$ cat config.mk
export PLATFORM = sky130hd
export DESIGN_NAME = md_scheduler
export DESIGN_NICKNAME = d
export VERILOG_FILES = /design/src/rtl/md_scheduler.sv
export SDC_FILE = /design/constraint.sdc
export NUM_CORES = 2
export LEC_CHECK = 0
export CORE_ASPECT_RATIO = 1.25
export CORE_UTILIZATION = 44
export DETAILED_ROUTE_END_ITERATION = 6
export GPL_TIMING_DRIVEN = 1
export PLACE_DENSITY = 0.57
export SYNTH_ARGS = -nofsm -noshare
export SYNTH_HDL_FRONTEND = slang
export SYNTH_SLANG_ARGS = --single-unit
export TNS_END_PERCENT = 10
$ cat constraint.sdc
create_clock -name clk -period 9.8 [get_ports clk]
set_clock_uncertainty 0.15 [all_clocks]
set_input_delay 1.47 -clock clk [delete_from_list [all_inputs] [get_ports clk]]
set_output_delay 1.47 -clock clk [all_outputs]
set_load 0.01 [all_outputs]
$ cat src/rtl/md_scheduler.sv
// Multiply/divide sequencer for the E stage: owns HI/LO, models mult/div latency, requests D-stage stall.
// Optional divider: define MD_DIV_EN to build div/divu; otherwise md_op 3/4 are no-ops.
module md_scheduler #(
  parameter int unsigned MULT_CYCLES = 5,
  parameter int unsigned DIV_CYCLES  = 10
) (
  input  logic        clk,
  input  logic        reset,
  input  logic [2:0]  md_op,
  input  logic [31:0] md_a,
  input  logic [31:0] md_b,
  input  logic        flush,
  output logic        busy,
  output logic        stall_req,
  output logic [31:0] hi,
  output logic [31:0] lo
);

  localparam int unsigned MAXC = (MULT_CYCLES > DIV_CYCLES) ? MULT_CYCLES : DIV_CYCLES;
  localparam int unsigned CW   = ($clog2(MAXC) > 4) ? $clog2(MAXC) : 4;

`ifdef MD_DIV_EN
  typedef enum logic [1:0] {S_IDLE, S_MULT, S_DIV} state_t;
`else
  typedef enum logic {S_IDLE, S_MULT} state_t;
`endif

  state_t        state, state_next;
  logic [CW-1:0] cnt;
  logic [31:0]   a_q, b_q;
  logic          sgn_q;

  logic          is_mul, is_div, start_mul, start_div, start_any, commit;
  logic [CW-1:0] cnt_load;
  logic [31:0]   res_hi, res_lo;
  logic          res_ok;
  logic [63:0]   ext_a, ext_b, product;

  assign busy = (state != S_IDLE);

  always_comb begin
    is_mul = (md_op == 3'd1) || (md_op == 3'd2);
`ifdef MD_DIV_EN
    is_div = (md_op == 3'd3) || (md_op == 3'd4);
`else
    is_div = 1'b0;
`endif
    start_mul = (state == S_IDLE) && !flush && is_mul;
    start_div = (state == S_IDLE) && !flush && is_div;
    start_any = start_mul || start_div;
    cnt_load  = start_div ? CW'(DIV_CYCLES - 1) : CW'(MULT_CYCLES - 1);
    commit    = busy && (cnt == '0);
    stall_req = busy || ((is_mul || is_div) && !flush);

    state_next = state;
    if (start_mul) state_next = S_MULT;
`ifdef MD_DIV_EN
    if (start_div) state_next = S_DIV;
`endif
    if (commit) state_next = S_IDLE;
  end

  // Sign-extend to 64 bits so a single multiplier serves both mult and multu.
  always_comb begin
    ext_a   = {{32{sgn_q & a_q[31]}}, a_q};
    ext_b   = {{32{sgn_q & b_q[31]}}, b_q};
    product = ext_a * ext_b;
  end

`ifdef MD_DIV_EN
  logic        a_neg, b_neg, div_zero;
  logic [31:0] a_mag, b_mag, q_mag, r_mag;

  // Divide magnitudes, then restore signs: quotient truncates toward zero,
  // remainder follows the dividend. 0x80000000 / -1 falls out as 0x80000000, 0.
  always_comb begin
    a_neg    = sgn_q & a_q[31];
    b_neg    = sgn_q & b_q[31];
    div_zero = (b_q == '0);
    a_mag    = a_neg ? -a_q : a_q;
    b_mag    = b_neg ? -b_q : b_q;
    if (div_zero) b_mag = 32'd1;
    q_mag    = a_mag / b_mag;
    r_mag    = a_mag % b_mag;
  end
`endif

  always_comb begin
    res_hi = product[63:32];
    res_lo = product[31:0];
    res_ok = 1'b1;
`ifdef MD_DIV_EN
    if (state == S_DIV) begin
      res_lo = (a_neg ^ b_neg) ? -q_mag : q_mag;
      res_hi = a_neg ? -r_mag : r_mag;
      res_ok = !div_zero;
    end
`endif
  end

  always_ff @(posedge clk) begin
    if (!reset) state <= S_IDLE;
    else        state <= state_next;
  end

  always_ff @(posedge clk) begin
    if (!reset) begin
      cnt <= '0;
      hi  <= '0;
      lo  <= '0;
    end else begin
      if (start_any) begin
        cnt   <= cnt_load;
        a_q   <= md_a;
        b_q   <= md_b;
        sgn_q <= (md_op == 3'd1) || (md_op == 3'd3);
      end else if (busy && cnt != '0) begin
        cnt <= cnt - 1'b1;
      end
      if (commit && res_ok) begin
        hi <= res_hi;
        lo <= res_lo;
      end
      if (state == S_IDLE && !flush) begin
        if (md_op == 3'd5) hi <= md_a;
        if (md_op == 3'd6) lo <= md_a;
      end
    end
  end

endmodule
==> results.toml <==
[route]
vias = 31100
wl_per_cell_um = 21.4
drt_iter0_drc = 1840
drtPass1Iterations = 6
wirelength_um = 127000
ant_nets = 0
drc = 0
avgViaCountPerCell = 5.23

[timing]
post-route-period-util_pct = 90.9
rsz0062_at_grt = "false"
tightestPinTransition_ns = 1.19
max_clock_freq_mhz = 112
drv_slew = 0
setup_viol = 0
relSlewSlack_pct = 20.6
whs_ns = 0.333
final.setup.tns_ns = 0
setup_slack_ns = 0.888
min_period_ns = 8.91
hold_viol = 0

[cts]
cts_root_buffer = "clkbuf_16"
cts_setup_buffers = 0
clock_path_buffers = 2
cts_made_buffers = 17
cts.sinks = 134
cts_tree = "done"
h-tree-depth = 4
cts_resized = 0
clkTransAtPathRegs_ns = 0.09
insertion_delay_ns = 0.49
postCtsHoldBufs = 0

[place]
port_buffers = 135
dpl-instance-area_sq_um = 45800
dp_slack_ns = 0.930
post-dp-hpwl_um = 107000
finalWeightedCongestion = 0.937

[synth]
synth-seq-cells = 134
yosys.area.top_type = "fa_1"
yosys-top-cells-area = "fa_1 53%, inv_1 9.9%, nand2_1 7.1%"
netlist.area_leader.share_pct = 52.6
synth_edf_count = 65
syn_nets = 6030
ys_seq_area_share_pct = 7.78
ys_async_sr_fraction_pct = 0
synth_flop_cell = "dfxtp_1"
synthDistinctLibCells = 66
postSynthCellCount = 4622
netlist_area_sq_um = 42800
synthMostInstantiatedCell = "inv_1"
yosysWarnings = 0
ys_top_cells_by_count = "1132 x inv_1, 1125 x fa_1, 805 x nand2_1"
post_synth.cell_area_avg_sq_um = 9.27

[global_routing]
grt_first_pass_wirelength_um = 198000
antenna_found_initial = 3
grtUsageTotal_pct = 27.1
grt_max_degree = 64
grt-ovfl-total = 0
first_global_vias = 33700

[worst_hold_path]
worstHoldStart = "lo[16]$_SDFF_PN0_"
holdPathEnd = "lo[16]$_SDFF_PN0_"
hold_depth = 2
hp-class = "reg -> reg"

[final_layout]
finalInstanceArea_sq_um = 46400
area_delta_synth_final_pct = 8.32
nets = 6042
drive_gt1_share_pct = 3.85

[die]
die_width_um = 281
start_util_pct = 44.5
num_rows = 127
dieArea_sq_um = 98600
die_h_um = 351
ioPinCount = 136
core-area_sq_um = 96100

[worst_setup_path]
critPathLaunchType = "register"
crit_family = "adder cells"
critPathBufInv = 5
slowest_stage = "fa_1"
critPathMostFrequentCell = "fa_1"
worst_r2r_path_depth = 25
r2r_slack_ns = 0.89
required_ns = 9.99
cp_max_fo = 50
crit_arrival_ns = 9.10
reg2reg_from = "a_q[31]$_DFFE_PP_"
r2r-end = "hi[30]$_SDFF_PN0_"
slowest_delay_ns = 0.63
end_kind = "register"
critPathKind = "reg -> reg"

[run]
max_cap_viol_count = 0

[run_status]
status = "complete, no violations"
[per-stage QoR]
| stage | utilization [%] | instances |
|---|---|---|
| after floorplan | - | 4622 |
| after global placement | 47.6 | 5905 |
| after detailed placement | 47.6 | 5905 |
| after CTS | 48.2 | 5937 |
| after global routing | 48.3 | 5938 |
| final | 48.3 | 5938 |
[flip-flops by register name (all words and copies together) (netlist names)]
name / flops
lo: 32
busy: 1
sgn_q: 1
cnt: 4
a_q: 32
b_q: 32
hi: 32
[tightest hold or removal path: stages, from the launching register on]
cell,delay (ns)
dfxtp_1,0.32
nand2_1,0.05
a311oi_1,0.07
[worst max-delay path by stage]
| stage | startpoint | endpoint | slack [ns] | cells past startpoint |
|---|---|---|---|---|
| final | a_q[31]$_DFFE_PP_ | hi[30]$_SDFF_PN0_ | 0.89 | 25 |
| after global routing | a_q[31]$_DFFE_PP_ | hi[30]$_SDFF_PN0_ | 0.38 | 25 |
| after CTS | b_q[0]$_DFFE_PP_ | hi[30]$_SDFF_PN0_ | 0.90 | 25 |
| after detailed placement | b_q[0]$_DFFE_PP_ | hi[30]$_SDFF_PN0_ | 0.93 | 25 |
| after global placement | b_q[0]$_DFFE_PP_ | hi[30]$_SDFF_PN0_ | 0.92 | 25 |
| after floorplan | a_q[31]$_DFFE_PP_ | hi[28]$_SDFF_PN0_ | 1.55 | 30 |
[kinds of logic (layout without fill, tap and decap cells)]
group	after synthesis	count (layout)	share of synthesized area, %
buffers and inverters	1388	1413	12.2
multiplexers	8	8	0.205
other	0	1	0
flip-flops	134	134	7.78
XOR/XNOR	70	70	1.43
AND/OR/NAND/NOR	1366	1366	14.7
adder cells (fa/ha/maj)	1338	1338	58.8
AO/OA/AOI/OAI	318	318	4.89
[final cells by class]
| type | instances | area (sq um) |
|---|---|---|
| fillers | 9265 | 49800 |
| multi-input cells | 3100 | 34300 |
| well taps | 1290 | 1610 |
| flip-flops and latches | 134 | 3330 |
| clock buffers | 17 | 425 |
| clock inverters | 15 | 199 |
| diodes | 1 | 2.50 |
| repair buffers | 249 | 2270 |
| inverters | 1132 | 4250 |
[placed cells by master (no fill, tap or decap), types with 5 or more instances in the layout]
master | synthesis | routed
clkdlybuf4s50_1 | 0 | 135
a21oi_1 | 92 | 92
nor2b_1 | 6 | 6
nor3_1 | 13 | 13
o211ai_1 | 5 | 5
mux2i_1 | 5 | 5
a22oi_1 | 7 | 7
buf_4 | 0 | 109
a31oi_1 | 17 | 17
and2_1 | 351 | 350
o21ai_0 | 53 | 53
inv_1 | 1132 | 1132
nand2_1 | 805 | 804
a21boi_0 | 5 | 5
o221ai_1 | 9 | 9
or3_1 | 6 | 6
nand4_1 | 14 | 14
nor2_1 | 91 | 89
ha_1 | 213 | 213
dfxtp_1 | 69 | 69
xor2_1 | 25 | 25
a211oi_1 | 11 | 11
fa_1 | 1125 | 1125
o22ai_1 | 8 | 8
o21bai_1 | 12 | 12
or2_2 | 13 | 13
inv_6 | 0 | 5
nand3_1 | 18 | 18
edfxtp_1 | 65 | 65
a311oi_1 | 27 | 27
clkbuf_16 | 0 | 17
buf_12 | 0 | 5
inv_8 | 0 | 5
xnor2_1 | 45 | 45
and3_1 | 30 | 30
a21o_1 | 37 | 37
nand2b_1 | 5 | 5
[layer usage]
| layer | track usage (%) | vias to the layer above | share of wire [%] |
|---|---|---|---|
| met4 | 12.8 | 0 | 5.3 |
| met1 | 31.1 | 16500 | 36 |
| met3 | 1.97 | 228 | 3.3 |
| li1 | - | 13500 | - |
| met2 | 50.7 | 831 | 55 |
| met5 | 0 | - | 0 |
Power is not shown: default switching activity piles up to over one toggle a cycle in this logic, so the estimate is an artifact.
